<file path="src/rtl/alu_arbiter_if.sv">
// Signal bundle tying alu_arbiter to its two requesters, the shared ALU and the result consumer.
interface alu_arbiter_if #(
   parameter int DATA_W   = 8,
   parameter int FUNSEL_W = 4,
   parameter int FLAG_W   = 4
);
   logic                r0_req;
   logic [DATA_W-1:0]   r0_a;
   logic [DATA_W-1:0]   r0_b;
   logic [FUNSEL_W-1:0] r0_funsel;
   logic                r0_ack;

   logic                r1_req;
   logic [DATA_W-1:0]   r1_a;
   logic [DATA_W-1:0]   r1_b;
   logic [FUNSEL_W-1:0] r1_funsel;
   logic                r1_ack;

   logic [DATA_W-1:0]   alu_a;
   logic [DATA_W-1:0]   alu_b;
   logic [FUNSEL_W-1:0] alu_funsel;
   logic [DATA_W-1:0]   alu_out;
   logic [FLAG_W-1:0]   alu_zcno;

   logic [DATA_W-1:0]   res_out;
   logic [FLAG_W-1:0]   res_zcno;
   logic                res_id;
   logic                res_valid;
   logic                res_ready;
   logic                busy;

   modport slave (
      input  r0_req, r0_a, r0_b, r0_funsel,
             r1_req, r1_a, r1_b, r1_funsel,
             alu_out, alu_zcno, res_ready,
      output r0_ack, r1_ack, alu_a, alu_b, alu_funsel,
             res_out, res_zcno, res_id, res_valid, busy
   );

   modport master (
      output r0_req, r0_a, r0_b, r0_funsel,
             r1_req, r1_a, r1_b, r1_funsel,
             alu_out, alu_zcno, res_ready,
      input  r0_ack, r1_ack, alu_a, alu_b, alu_funsel,
             res_out, res_zcno, res_id, res_valid, busy
   );
endinterface

</file>
<file path="src/rtl/alu_arbiter.sv">
// Round-robin share of one ALU between two requesters: Ack 1 cycle after Req, Res_Valid FLAG_LAT+2 cycles after Req.
// Result is held in RESULT until res_ready; requests arriving outside IDLE wait (Req stays high until Ack).
module alu_arbiter #(
   parameter int DATA_W   = 8,
   parameter int FUNSEL_W = 4,
   parameter int FLAG_W   = 4,
   parameter int FLAG_LAT = 1
) (
   input  logic         clk,
   input  logic         rst,
   alu_arbiter_if.slave bus
);
   localparam int              CNT_W    = (FLAG_LAT > 1) ? $clog2(FLAG_LAT) : 1;
   localparam logic [CNT_W-1:0] CNT_LAST = CNT_W'(FLAG_LAT - 1);

   typedef enum logic [1:0] {
      IDLE    = 2'd0,
      ISSUE   = 2'd1,
      CAPTURE = 2'd2,
      RESULT  = 2'd3
   } state_t;

   state_t              state;
   state_t              state_nxt;
   logic [CNT_W-1:0]    cnt;
   logic [CNT_W-1:0]    cnt_nxt;
   logic                grant;
   logic                winner;
   logic                ack0;
   logic                ack1;

   logic                last;
   logic [DATA_W-1:0]   alu_a;
   logic [DATA_W-1:0]   alu_b;
   logic [FUNSEL_W-1:0] alu_funsel;
   logic [DATA_W-1:0]   res_out;
   logic [FLAG_W-1:0]   res_zcno;
   logic                res_id;

   always_ff @(posedge clk) begin
      if (rst) begin
         state <= IDLE;
         cnt   <= '0;
      end else begin
         state <= state_nxt;
         cnt   <= cnt_nxt;
      end
   end

   always_comb begin
      state_nxt = state;
      cnt_nxt   = cnt;
      grant     = 1'b0;
      ack0      = 1'b0;
      ack1      = 1'b0;
      // on contention the requester that did not win last time goes first
      winner    = (bus.r0_req && bus.r1_req) ? ~last : bus.r1_req;
      case (state)
         IDLE: begin
            if (bus.r0_req || bus.r1_req) begin
               grant     = 1'b1;
               cnt_nxt   = '0;
               state_nxt = ISSUE;
            end
         end
         ISSUE: begin
            ack0 = (cnt == '0) && !res_id;
            ack1 = (cnt == '0) &&  res_id;
            if (cnt == CNT_LAST) begin
               cnt_nxt   = '0;
               state_nxt = CAPTURE;
            end else begin
               cnt_nxt = cnt + 1'b1;
            end
         end
         CAPTURE: state_nxt = RESULT;
         RESULT: begin
            if (bus.res_ready) state_nxt = IDLE;
         end
         default: state_nxt = IDLE;
      endcase
   end

   always_ff @(posedge clk) begin
      if (rst) begin
         last       <= 1'b1;
         alu_a      <= '0;
         alu_b      <= '0;
         alu_funsel <= '0;
         res_out    <= '0;
         res_zcno   <= '0;
         res_id     <= 1'b0;
      end else begin
         if (grant) begin
            alu_a      <= winner ? bus.r1_a      : bus.r0_a;
            alu_b      <= winner ? bus.r1_b      : bus.r0_b;
            alu_funsel <= winner ? bus.r1_funsel : bus.r0_funsel;
            last       <= winner;
            res_id     <= winner;
         end
         if (state == CAPTURE) begin
            res_out  <= bus.alu_out;
            res_zcno <= bus.alu_zcno;
         end
      end
   end

   assign bus.r0_ack     = ack0;
   assign bus.r1_ack     = ack1;
   assign bus.alu_a      = alu_a;
   assign bus.alu_b      = alu_b;
   assign bus.alu_funsel = alu_funsel;
   assign bus.res_out    = res_out;
   assign bus.res_zcno   = res_zcno;
   assign bus.res_id     = res_id;
   assign bus.res_valid  = (state == RESULT);
   assign bus.busy       = (state != IDLE);
endmodule
</file>
<file path="src/flat_wrapper.sv">
// flat-port wrapper written by rule: the top's interface ports become plain ports
module alu_arbiter_flat 
#(
   parameter int DATA_W   = 8,
   parameter int FUNSEL_W = 4,
   parameter int FLAG_W   = 4,
   parameter int FLAG_LAT = 1
)
  (clk, rst, bus_r0_req, bus_r0_a, bus_r0_b, bus_r0_funsel, bus_r1_req, bus_r1_a, bus_r1_b, bus_r1_funsel, bus_alu_out, bus_alu_zcno, bus_res_ready, bus_r0_ack, bus_r1_ack, bus_alu_a, bus_alu_b, bus_alu_funsel, bus_res_out, bus_res_zcno, bus_res_id, bus_res_valid, bus_busy);
  alu_arbiter_if #(.DATA_W(DATA_W), .FUNSEL_W(FUNSEL_W), .FLAG_W(FLAG_W)) bus_i ();
  input  logic clk;
  input  logic rst;
  input wire logic [$bits(bus_i.r0_req)-1:0] bus_r0_req;
  input wire logic [$bits(bus_i.r0_a)-1:0] bus_r0_a;
  input wire logic [$bits(bus_i.r0_b)-1:0] bus_r0_b;
  input wire logic [$bits(bus_i.r0_funsel)-1:0] bus_r0_funsel;
  input wire logic [$bits(bus_i.r1_req)-1:0] bus_r1_req;
  input wire logic [$bits(bus_i.r1_a)-1:0] bus_r1_a;
  input wire logic [$bits(bus_i.r1_b)-1:0] bus_r1_b;
  input wire logic [$bits(bus_i.r1_funsel)-1:0] bus_r1_funsel;
  input wire logic [$bits(bus_i.alu_out)-1:0] bus_alu_out;
  input wire logic [$bits(bus_i.alu_zcno)-1:0] bus_alu_zcno;
  input wire logic [$bits(bus_i.res_ready)-1:0] bus_res_ready;
  output wire logic [$bits(bus_i.r0_ack)-1:0] bus_r0_ack;
  output wire logic [$bits(bus_i.r1_ack)-1:0] bus_r1_ack;
  output wire logic [$bits(bus_i.alu_a)-1:0] bus_alu_a;
  output wire logic [$bits(bus_i.alu_b)-1:0] bus_alu_b;
  output wire logic [$bits(bus_i.alu_funsel)-1:0] bus_alu_funsel;
  output wire logic [$bits(bus_i.res_out)-1:0] bus_res_out;
  output wire logic [$bits(bus_i.res_zcno)-1:0] bus_res_zcno;
  output wire logic [$bits(bus_i.res_id)-1:0] bus_res_id;
  output wire logic [$bits(bus_i.res_valid)-1:0] bus_res_valid;
  output wire logic [$bits(bus_i.busy)-1:0] bus_busy;
  assign bus_i.r0_req = bus_r0_req;
  assign bus_i.r0_a = bus_r0_a;
  assign bus_i.r0_b = bus_r0_b;
  assign bus_i.r0_funsel = bus_r0_funsel;
  assign bus_i.r1_req = bus_r1_req;
  assign bus_i.r1_a = bus_r1_a;
  assign bus_i.r1_b = bus_r1_b;
  assign bus_i.r1_funsel = bus_r1_funsel;
  assign bus_i.alu_out = bus_alu_out;
  assign bus_i.alu_zcno = bus_alu_zcno;
  assign bus_i.res_ready = bus_res_ready;
  assign bus_r0_ack = bus_i.r0_ack;
  assign bus_r1_ack = bus_i.r1_ack;
  assign bus_alu_a = bus_i.alu_a;
  assign bus_alu_b = bus_i.alu_b;
  assign bus_alu_funsel = bus_i.alu_funsel;
  assign bus_res_out = bus_i.res_out;
  assign bus_res_zcno = bus_i.res_zcno;
  assign bus_res_id = bus_i.res_id;
  assign bus_res_valid = bus_i.res_valid;
  assign bus_busy = bus_i.busy;
  alu_arbiter #(.DATA_W(DATA_W), .FUNSEL_W(FUNSEL_W), .FLAG_W(FLAG_W), .FLAG_LAT(FLAG_LAT)) u_core (.clk(clk), .rst(rst), .bus(bus_i));
endmodule
</file>
<file path="config.mk">
export PLATFORM = sky130hd
export DESIGN_NAME = alu_arbiter_flat
export DESIGN_NICKNAME = d
export VERILOG_FILES = /design/src/rtl/alu_arbiter_if.sv /design/src/rtl/alu_arbiter.sv /design/src/flat_wrapper.sv
export SDC_FILE = /design/constraint.sdc
export NUM_CORES = 1
export LEC_CHECK = 0
export ABC_AREA = 1
export CORE_MARGIN = 2
export CORE_UTILIZATION = 35
export DETAILED_ROUTE_END_ITERATION = 10
export PLACE_DENSITY = 0.88
export REMOVE_ABC_BUFFERS = 1
export SYNTH_ARGS = -nofsm -noshare
export SYNTH_HDL_FRONTEND = slang
export SYNTH_SLANG_ARGS = --single-unit
</file>
<file path="constraint.sdc">
create_clock -name clk -period 1.2 [get_ports clk]
set_input_delay 0.24 -clock clk [delete_from_list [all_inputs] [get_ports clk]]
set_output_delay 0.24 -clock clk [all_outputs]
set_load 0.05 [all_outputs]
</file>
==> results.md, run 1 <==
* Outcome: complete, but fails checks
* Failing checks: setup timing
* Cell area power density at between 2000 and 3000 nW/um^2
* Via Count at about 2000
* Drt initial violations at 84
* Largest fanout on the critical path at 3
* Worst r2r src: u_core.state[1]
* Yosys warning total at 0
* CP arrival at approximately 1.2 ns
* Via density at around 4.6
* Worst slew pin tran at roughly 0.23 ns
* Sink Count at 36
* Final setup fails at 25
* Drt pass-1 iters at 4
* Final wirelength at ~5.6 mm
* Post-route DRC at 0
* Cell taking the most area after synthesis: dfxtp_1
* Initial antenna violation count at 0
* H-tree levels at 2
* Worst Setup SP: u_core.state[1]
* Layout cell share with drive strength beyond 1 at 33.78%
* Power Total at just over 10 mW
* Longest Clk Path Bufs at 2
* F_max at 0.7055 GHz
* LEAKAGE at approximately 1.7 nW
* FF-to-FF path depth at 9
* #FFs+latches synth at 36
* Syn_area_per_cell at 6.543 um^2
* Post-DP HPWL at about 3.6 mm
* Number of core rows at 25
* Hold_ws at just under 0.5 ns
* CTS tree: done
* Aggregate global routing overflow at 0
* CP cell instances: buf_4, ha_1, buf_12
* Crit-path max cell delay at 0.34 ns
* Max_slew headroom at 84.43%
* CP max stage cell: dfxtp_2
* R2R Path End: u_core.bus.alu_a[5]
* Yosys cell types at 16
* RSZ-0062 raised after global routing: yes
* Endpoints failing hold at 0
* Crit-path leading delay family: flip-flops
* PortBufs at 93
* Number of nets in the layout at 434
* Largest net degree at the start of global routing at 21
* Antenna Nets Post-Route at 0
* CTS Buf Count at 5
* Global-route wire length before repair at 8.970 mm
* Synth area leaders: dfxtp_1, nor2_1, nand2_1
* Final Cycle Share at 118.1%
* Crit path depth at 3
* Yosys top cell area share at between 40% and 50%
* Worst min path class: input pin to flop
* Mapped Area at 1714 um^2
* Crit. End Element: output port
* Critical path endpoint: bus_res_valid
* I/O pin count at 94
* Peak supply drop at 1.574 mV
* Startpoint types: flop
* GRT Total Usage at approximately 21%
* Die Area at between 5000 and 6000 um^2
* Die H at around 74 um
* CTS Root Cell: clkbuf_8
* Die X at roughly 74 um
* Max-cap check violation count at 0
* Sequential element share of the synthesized area at a little over two fifths
* Number of global-route vias before repair at approximately 2000
* Setup ws final at -0.2174 ns
* RePlAce Congestion at 0.7106
* Reg clk slew, reported paths at roughly 0.07 ns
* Register-to-register setup slack at -0.16 ns
* Clock latency on the worst-skew pair at around 0.29 ns
* Post-Synthesis Cells at around 260
* Area grow syn2layout at 117.2%
* Routed len/inst at 12.82 um
* Crit path time final at about 1.4 ns
* Initial core utilization at ~36%
* Req. time, crit path at 0.96 ns
* Critical path class: flop to output port
* Slew Viols, Final at 0
* Buf+Inv Stages, Crit Path at 2
* Core area at 4723 um^2
* ANT cells at 0
* Worst clock skew at 0.004399 ns
==> flip-flops by register name (all words and copies together) (netlist names) <==
signal                 flops
u_core.bus.alu_b           8
u_core.bus.alu_a           8
u_core.bus.res_id          1
u_core.bus.res_out         8
u_core.bus.res_zcno        4
u_core.last                1
u_core.state               2
u_core.bus.alu_funsel      4
==> cell usage after synthesis <==
library cell / count
nor2_1: 88
nand2_1: 49
dfxtp_1: 36
inv_1: 28
o21ai_0: 23
o21ai_1: 10
ha_1: 5
buf_6: 4
clkbuf_1: 4
nand3_1: 4
a21oi_1: 3
buf_2: 3
buf_4: 2
inv_2: 1
nor2_2: 1
nor2_4: 1
==> worst min path at each step <==
stage                        end         from  cells after the start  slack [ns]
4_1_cts        u_core.bus.res_id   bus_r1_req                      3        0.46
3_3_place_gp         u_core.last  u_core.last                      2        0.44
3_5_place_dp         u_core.last  u_core.last                      2        0.45
6_report       u_core.bus.res_id   bus_r1_req                      3        0.48
5_1_grt        u_core.bus.res_id   bus_r1_req                      3        0.49
2_1_floorplan  u_core.bus.res_id          rst                      1        0.31
==> placed cells by master (no fill, tap or decap), drive strengths merged <==
| master | n |
|---|---|
| ha | 5 |
| nand2 | 49 |
| bufbuf | 1 |
| inv | 29 |
| buf | 59 |
| clkdlybuf4s50 | 54 |
| bufinv | 3 |
| nor2 | 90 |
| clkbuf | 5 |
| a21oi | 3 |
| dlygate4sd2 | 2 |
| o21ai | 33 |
| dfxtp | 36 |
| nand3 | 4 |
==> final cells by class <==
| class | instances | area (um^2) |
|---|---|---|
| repair buffers | 116 | 1639 |
| clock inverters | 3 | 90.09 |
| well taps | 67 | 83.83 |
| fillers | 282 | 1001 |
| multi-input cells | 184 | 1002 |
| flip-flops and latches | 36 | 724.4 |
| clock buffers | 5 | 68.82 |
| inverters | 29 | 113.9 |
==> layer usage <==
layer	vias up	wire (um)	GRT usage, %
met5	-	0	0
met3	14	441	7.182
met2	80	2948	37.30
met1	916	2123	24.39
li1	1017	-	-
met4	0	125	8.283
==> worst register-to-register path: stages, from the launching register on <==
cell	delay [ns]
dfxtp_2	0.34
inv_4	0.08
ha_4	0.16
inv_4	0.04
nor2_4	0.17
buf_6	0.17
buf_16	0.13
nand2_4	0.04
nor2_2	0.09
nor2_1	0.04
==> cell families after synthesis <==
group | count (synthesis) | share of synthesized area (%)
compound gates | 36 | 10.51
simple gates | 143 | 32.19
fa+ha+maj | 5 | 3.650
flops | 36 | 42.04
buf+inv | 42 | 11.60
==> power by group <==
group / internal [mW] / switching (mW) / total (mW) / leakage, nW
sequential: 1.68 / 0.546 / 2.22 / 0.299
clock: 1.04 / 0.457 / 1.50 / 0.0784
combinational: 3.31 / 3.31 / 6.62 / 1.33
==> metrics by stage <==
step	TNS [ns]	util (%)	cells	worst slack, ns	cell area, um^2
2_1_floorplan	-8.612	-	249	-0.3990	1624
3_3_place_gp	-5.792	67.10	422	-0.2530	3169
3_5_place_dp	-7.794	67.10	422	-0.3291	3169
4_1_cts	-3.257	77.96	442	-0.2296	3682
5_1_grt	-4.760	78.81	440	-0.2510	3722
6_report	-2.965	78.81	440	-0.2174	3722
==> timing repair <==
item / 4_1_cts / 5_1_grt
cloned: 6 / 0
setup endpoints to repair: 37 / 38
pin swaps: 13 / 41
setup buffers: 6 / 3
hold buffers: 0 / 0
hold endpoints to repair: 0 / 0
gates resized for setup: 46 / 55
No activity file was read; power rests on OpenSTA's default activity.
==> inputs of run 2 (changes only) <==
ABC_AREA = not set   (was 1)
CORE_UTILIZATION = 34   (was 35)
==> results.md, run 2 <==
* Hold_ws at ~0.33 ns
* Die X at 73.78 um
* Layout cell share with drive strength beyond 1 at 46.10%
* Synth Area in Adders at under 10%
* Net Sw Frac at between 40% and 50%
* Aggregate global routing overflow at 0
* Sequential element share of the synthesized area at 43.54%
* Synth area leaders: dfxtp_1, nor2_1, mux2i_1
* Global-route wire length before repair at approximately 10 mm
* Routed len/inst at about 18 um
* Clock power frac at a little under a tenth
* Max-cap check violation count at 0
* Sequential share of power at roughly 22%
* Yosys warning total at 0
* Post-DP HPWL at approximately 3.8 mm
* Commonest non-fill, non-tap cell in the layout: clkdlybuf4s50_1
* Yosys cell types at 26
* Post-Synthesis Cells at 183
* Ys flop type: dfxtp_1
* #FFs+latches synth at 36
* Sink Count at 36
* Drt initial violations at 80
* Sw Pwr at between 3 and 4 mW
* Area of the multi-input gates at around 1100 um^2
* I/O pin count at 94
* GRT Total Usage at about a quarter
* Placement Cell Area at between 3000 and 4000 um^2
* Number of nets in the layout at approximately 360
* CP arrival at around 1.3 ns
* Final setup fails at 40
* Crit path time final at 1.503 ns
* Longest Clk Path Bufs at 2
* Failing checks: setup timing
* H-tree levels at 2
* Setup tns final at -6.168 ns
* PortBufs at just over 90
* Filler cell count at between 200 and 300
* RePlAce Congestion at between 0.7 and 0.8
* Peak supply drop at about 1.2 mV
* Largest fanout on the critical path at 2
* Number of core rows at 25
* Post-route DRC at 0
* CTS Root Cell: clkbuf_8
* Final Cycle Share at 125.2%
* Antenna Nets Post-Route at 0
* Commonest non-fill, non-tap cells in the layout: clkdlybuf4s50_1, buf_12, dfxtp_1
* Initial antenna violation count at 0
* Total internal power at around 5.0 mW
* ANT cells at 0
* CTS Buf Count at 5
* Post-route cell area at around 3700 um^2
* Top flop regs: u_core.bus.alu_a x8, u_core.bus.alu_b x8, u_core.bus.res_out x8
* Crit. End Element: output port
* Core area at about 4700 um^2
* Worst clock skew at ~0.015 ns
* Critical path class: flop to output port
* Slew Viols, Final at 0
* Drt pass-1 iters at 4
* Top cells by count, synth: dfxtp_1, nor2_1, nand2_1
* Req. time, crit path at 0.96 ns
* Worst slew pin tran at 0.4450 ns
* Count leader, synth: dfxtp_1
* Post-Synth XOR/XNOR Area at 0%
* Yosys top cell area share at around 44%
* Final wirelength at 6.391 mm
* Cell area power density at 2368 nW/um^2
* Register area at between 700 and 800 um^2
* Max_slew headroom at 70.27%
* Number of global-route vias before repair at about 2000
* Endpoints failing hold at 0
* EDFF count, synth at 0
* Startpoint types: flop
* Via density at around 4.9
* Comb pwr share at around two thirds
* Area grow syn2layout at 123.9%
* Syn_area_per_cell at between 9 and 10 um^2
* RSZ-0062 raised after global routing: yes
* Initial core utilization at between 30% and 40%
* Die Area at between 5000 and 6000 um^2
* Die H at between 70 and 80 um
* Setup ws final at -0.3029 ns
* Compound-Gate Fraction of Synth Area at between 20% and 30%
* Via Count at ~1800
* Worst min path class: input pin to flop
* Clock latency on the worst-skew pair at 0.29 ns
* LEAKAGE at 1.418 nW
* Ys async rst share at 0%
* Power Total at 8.774 mW
* Simple-gate share of the synthesized area at around 15%
* Cell taking the most area after synthesis: dfxtp_1
* Largest net degree at the start of global routing at 26
* F_max at about 0.67 GHz
* Reg clk slew, reported paths at about 0.080 ns
* Main combinational cell family by area after synthesis: compound AO/OA/AOI/OAI gates
* Outcome: complete, but fails checks
* Mux cell area share after synthesis at under 10%
* Mapped Area at between 1500 and 2000 um^2
* CTS tree: done
run 2: changes by cell type after synthesis, sizes merged, moves of 4 or more:
cell | previous run | this run
inv | 29 | 4
nor2 | 90 | 34
o21ai | 33 | 3
a211oi | 0 | 20
mux2i | 0 | 12
nand3 | 4 | 0
a21oi | 3 | 21
nand2 | 49 | 20
nor2b | 0 | 4
run 2: cell families after synthesis:
logic type | count (synthesis)
simple gates | 61
flops | 36
fa+ha+maj | 5
mux | 12
compound gates | 51
buf+inv | 18
run 2: power groups by stage:
stage | Clock [mW] | Sequential [mW] | Combinational (mW)
6_report | 0.833 | 1.93 | 6.01
5_1_grt | 0.900 | 1.96 | 6.23
4_1_cts | 0.838 | 1.91 | 5.85
3_5_place_dp | 0 | 1.91 | 4.64
3_3_place_gp | 0 | 1.89 | 4.56
2_1_floorplan | 0 | 2.77 | 1.33
run 2: routing by layer:
layer	GRT usage, %	share of wire [%]	vias up
met5	0	0	-
met4	11.11	2.7	0
met3	4.938	4.2	18
met2	43.65	55	64
met1	27.27	38	857
li1	-	-	852
run 2: cell type report:
class	instances	area share, %
Inverter	4	0.4727
Clock buffer	6	1.958
Multi-Input combinational cell	129	30.59
Tap cell	67	2.262
Clock inverter	1	0.1350
Sequential cell	36	19.55
Timing Repair Buffer	119	45.04
run 2: through the flow:
| step | setup WS (ns) | util [%] | std cells |
|---|---|---|---|
| 2_1_floorplan | -0.5708 | - | 169 |
| 3_3_place_gp | -0.3532 | 66.78 | 345 |
| 3_5_place_dp | -0.4504 | 66.78 | 345 |
| 4_1_cts | -0.2742 | 77.38 | 362 |
| 5_1_grt | -0.3353 | 78.46 | 362 |
| 6_report | -0.3029 | 78.46 | 362 |
run 2: path summary, 6_finish.rpt:
kind	end	from	slack, ns	cells after the start
worst min register to register	u_core.bus.alu_b[2]	u_core.bus.alu_b[2]	0.54	2
worst min-delay path	u_core.bus.res_out[7]	rst	0.33	2
worst max-delay path	bus_r1_ack	u_core.state[1]	-0.30	5
worst max register to register	u_core.bus.alu_funsel[2]	u_core.state[0]	-0.22	8
run 2: timing repair:
action,4_1_cts,5_1_grt
gates cloned,4,0
hold endpoints to repair,0,0
resized for setup,68,16
setup buffers,8,3
hold buffers,0,0
endpoints found under the setup margin,40,40
pin swaps,25,8
run 2: worst max-delay path: stages (launching register included):
cell     delay (ns)
dfxtp_2        0.35
inv_2          0.06
buf_6          0.12
ha_4           0.15
and2_4         0.16
buf_12         0.14
==> inputs of run 3 (changes only) <==
CTS_CLUSTER_DIAMETER = 80   (was not set)
SKIP_CTS_REPAIR_TIMING = 1   (was not set)
==> results.md, run 3 (synthesis gave the netlist of run 2 again) <==
* Max_slew headroom at roughly three quarters
* Initial antenna violation count at 0
* Number of global-route vias before repair at about 1700
* CTS Buf Count at 5
* Setup tns final at -6.581 ns
* RePlAce Congestion at 0.7590
* Setup ws final at -0.3000 ns
* Cell area power density at 2367 nW/um^2
* PortBufs at 93
* CP cell instances: inv_2, buf_6, ha_4, and2_4, buf_12
* Via Count at 1861
* LEAKAGE at roughly 1.5 nW
* Largest fanout on the critical path at 2
* RSZ-0062 raised after global routing: yes
* Via density at between 5 and 6
* Worst min path class: input pin to flop
* Post-DP HPWL at about 3.8 mm
* Routed len/inst at around 20 um
* Core area at between 4000 and 5000 um^2
* H-tree levels at 2
* Worst slew pin tran at around 0.36 ns
* Req. time, crit path at around 0.96 ns
* Final Cycle Share at 125.0%
* I/O pin count at 94
* F_max at roughly 0.67 GHz
* Longest Clk Path Bufs at 2
* Top flop regs: u_core.bus.alu_a x8, u_core.bus.alu_b x8, u_core.bus.res_out x8
* Startpoint types: flop
* Die Area at 5443 um^2
* Critical path class: flop to output port
* Final core utilization at approximately four fifths
* GRT Total Usage at 19.60%
* Peak supply drop at 1.240 mV
* Placed Cells at 345
* Placement Cell Area at between 3000 and 4000 um^2
* CTS tree: done
* Layout cell share with drive strength beyond 1 at 51.52%
* Register-to-register setup slack at -0.26 ns
* Failing checks: setup timing
* CTS Root Cell: clkbuf_8
* Commonest non-fill, non-tap cells in the layout: clkdlybuf4s50_1, buf_12, dfxtp_1
* Post-route cell area at ~3800 um^2
* Largest net degree at the start of global routing at 26
* Worst clock skew at 0.01928 ns
* Clock latency on the worst-skew pair at 0.30 ns
* Drt initial violations at 59
* Number of core rows at 25
* Global-route wire length before repair at roughly 8.2 mm
* Area grow syn2layout at 132.1%
* CP arrival at between 1 and 1.5 ns
* Number of nets in the layout at 359
* Antenna Nets Post-Route at 0
* Finished Layout Cells at around 360
* Endpoints failing hold at 0
* Initial core utilization at a little over a third
* Commonest non-fill, non-tap cell in the layout: clkdlybuf4s50_1
* Hold_ws at 0.3195 ns
* Reg clk slew, reported paths at roughly 0.090 ns
* Post-route DRC at 0
* Drt pass-1 iters at 5
* Die X at around 74 um
* CP max stage cell: dfxtp_2
* Final setup fails at 40
* Sink Count at 36
* Aggregate global routing overflow at 0
* Outcome: complete, but fails checks
* Max-cap check violation count at 0
* Slew Viols, Final at 0
* Crit path time final at approximately 1.5 ns
* ANT cells at 0
* Die H at about 74 um
* Final wirelength at between 7 and 8 mm
* Crit-path max cell delay at about 0.34 ns
* Crit. End Element: output port
==> run 3: cell types whose count changed in the layout (fill, tap and decap cells not counted), moves of 3 or more <==
| cell | change |
|---|---|
| nor2_2 | +7 |
| clkbuf_16 | +7 |
| nor2_4 | +8 |
| a21oi_4 | -4 |
| a21oi_1 | +3 |
| nor2_1 | -15 |
==> run 3: path summary, 6_finish.rpt <==
| check | startpoint | end | depth (start not counted) |
|---|---|---|---|
| setup / recovery | u_core.state[1] | bus_r1_ack | 5 |
| hold reg to reg | u_core.bus.alu_a[1] | u_core.bus.alu_a[1] | 2 |
| setup reg to reg | u_core.state[0] | u_core.bus.alu_a[2] | 7 |
| hold / removal | rst | u_core.bus.res_out[7] | 2 |
==> run 3: power by group <==
| group | total, mW | switching, mW | leakage (nW) | internal (mW) |
|---|---|---|---|---|
| combinational | 6.24 | 3.08 | 1.14 | 3.16 |
| sequential | 2.00 | 0.453 | 0.298 | 1.55 |
| clock | 0.857 | 0.461 | 0.0410 | 0.396 |
==> run 3: worst max-delay path, delay by kind of cell (launching register included) <==
family        cells  cell delay [ns]
simple gates      1             0.16
fa+ha+maj         1             0.15
buf+inv           3             0.31
flops             1             0.34
==> run 3: area by class of cell <==
cell class              instances  area (um^2)
repair buffers                121         1747
clock inverters                 1        5.005
multi-input cells             129         1192
flip-flops and latches         36        724.4
well taps                      67        83.83
clock buffers                   6        72.57
fillers                       244        880.8
inverters                       4        17.52
==> run 3: stage by stage <==
step	setup WS [ns]	power (mW)
finish	-0.3000	9.097
global route	-0.3366	9.411
CTS	-0.4001	7.386
detailed placement	-0.4504	6.557
global placement	-0.3532	6.443
floorplan	-0.5708	4.099
==> run 3: metal layers <==
layer	track usage, %	up-vias	part of all wire [%]
met5	0	-	0
met4	7.071	0	4.1
met3	4.390	26	4.0
met2	35.62	73	53
met1	22.19	904	39
li1	-	858	-
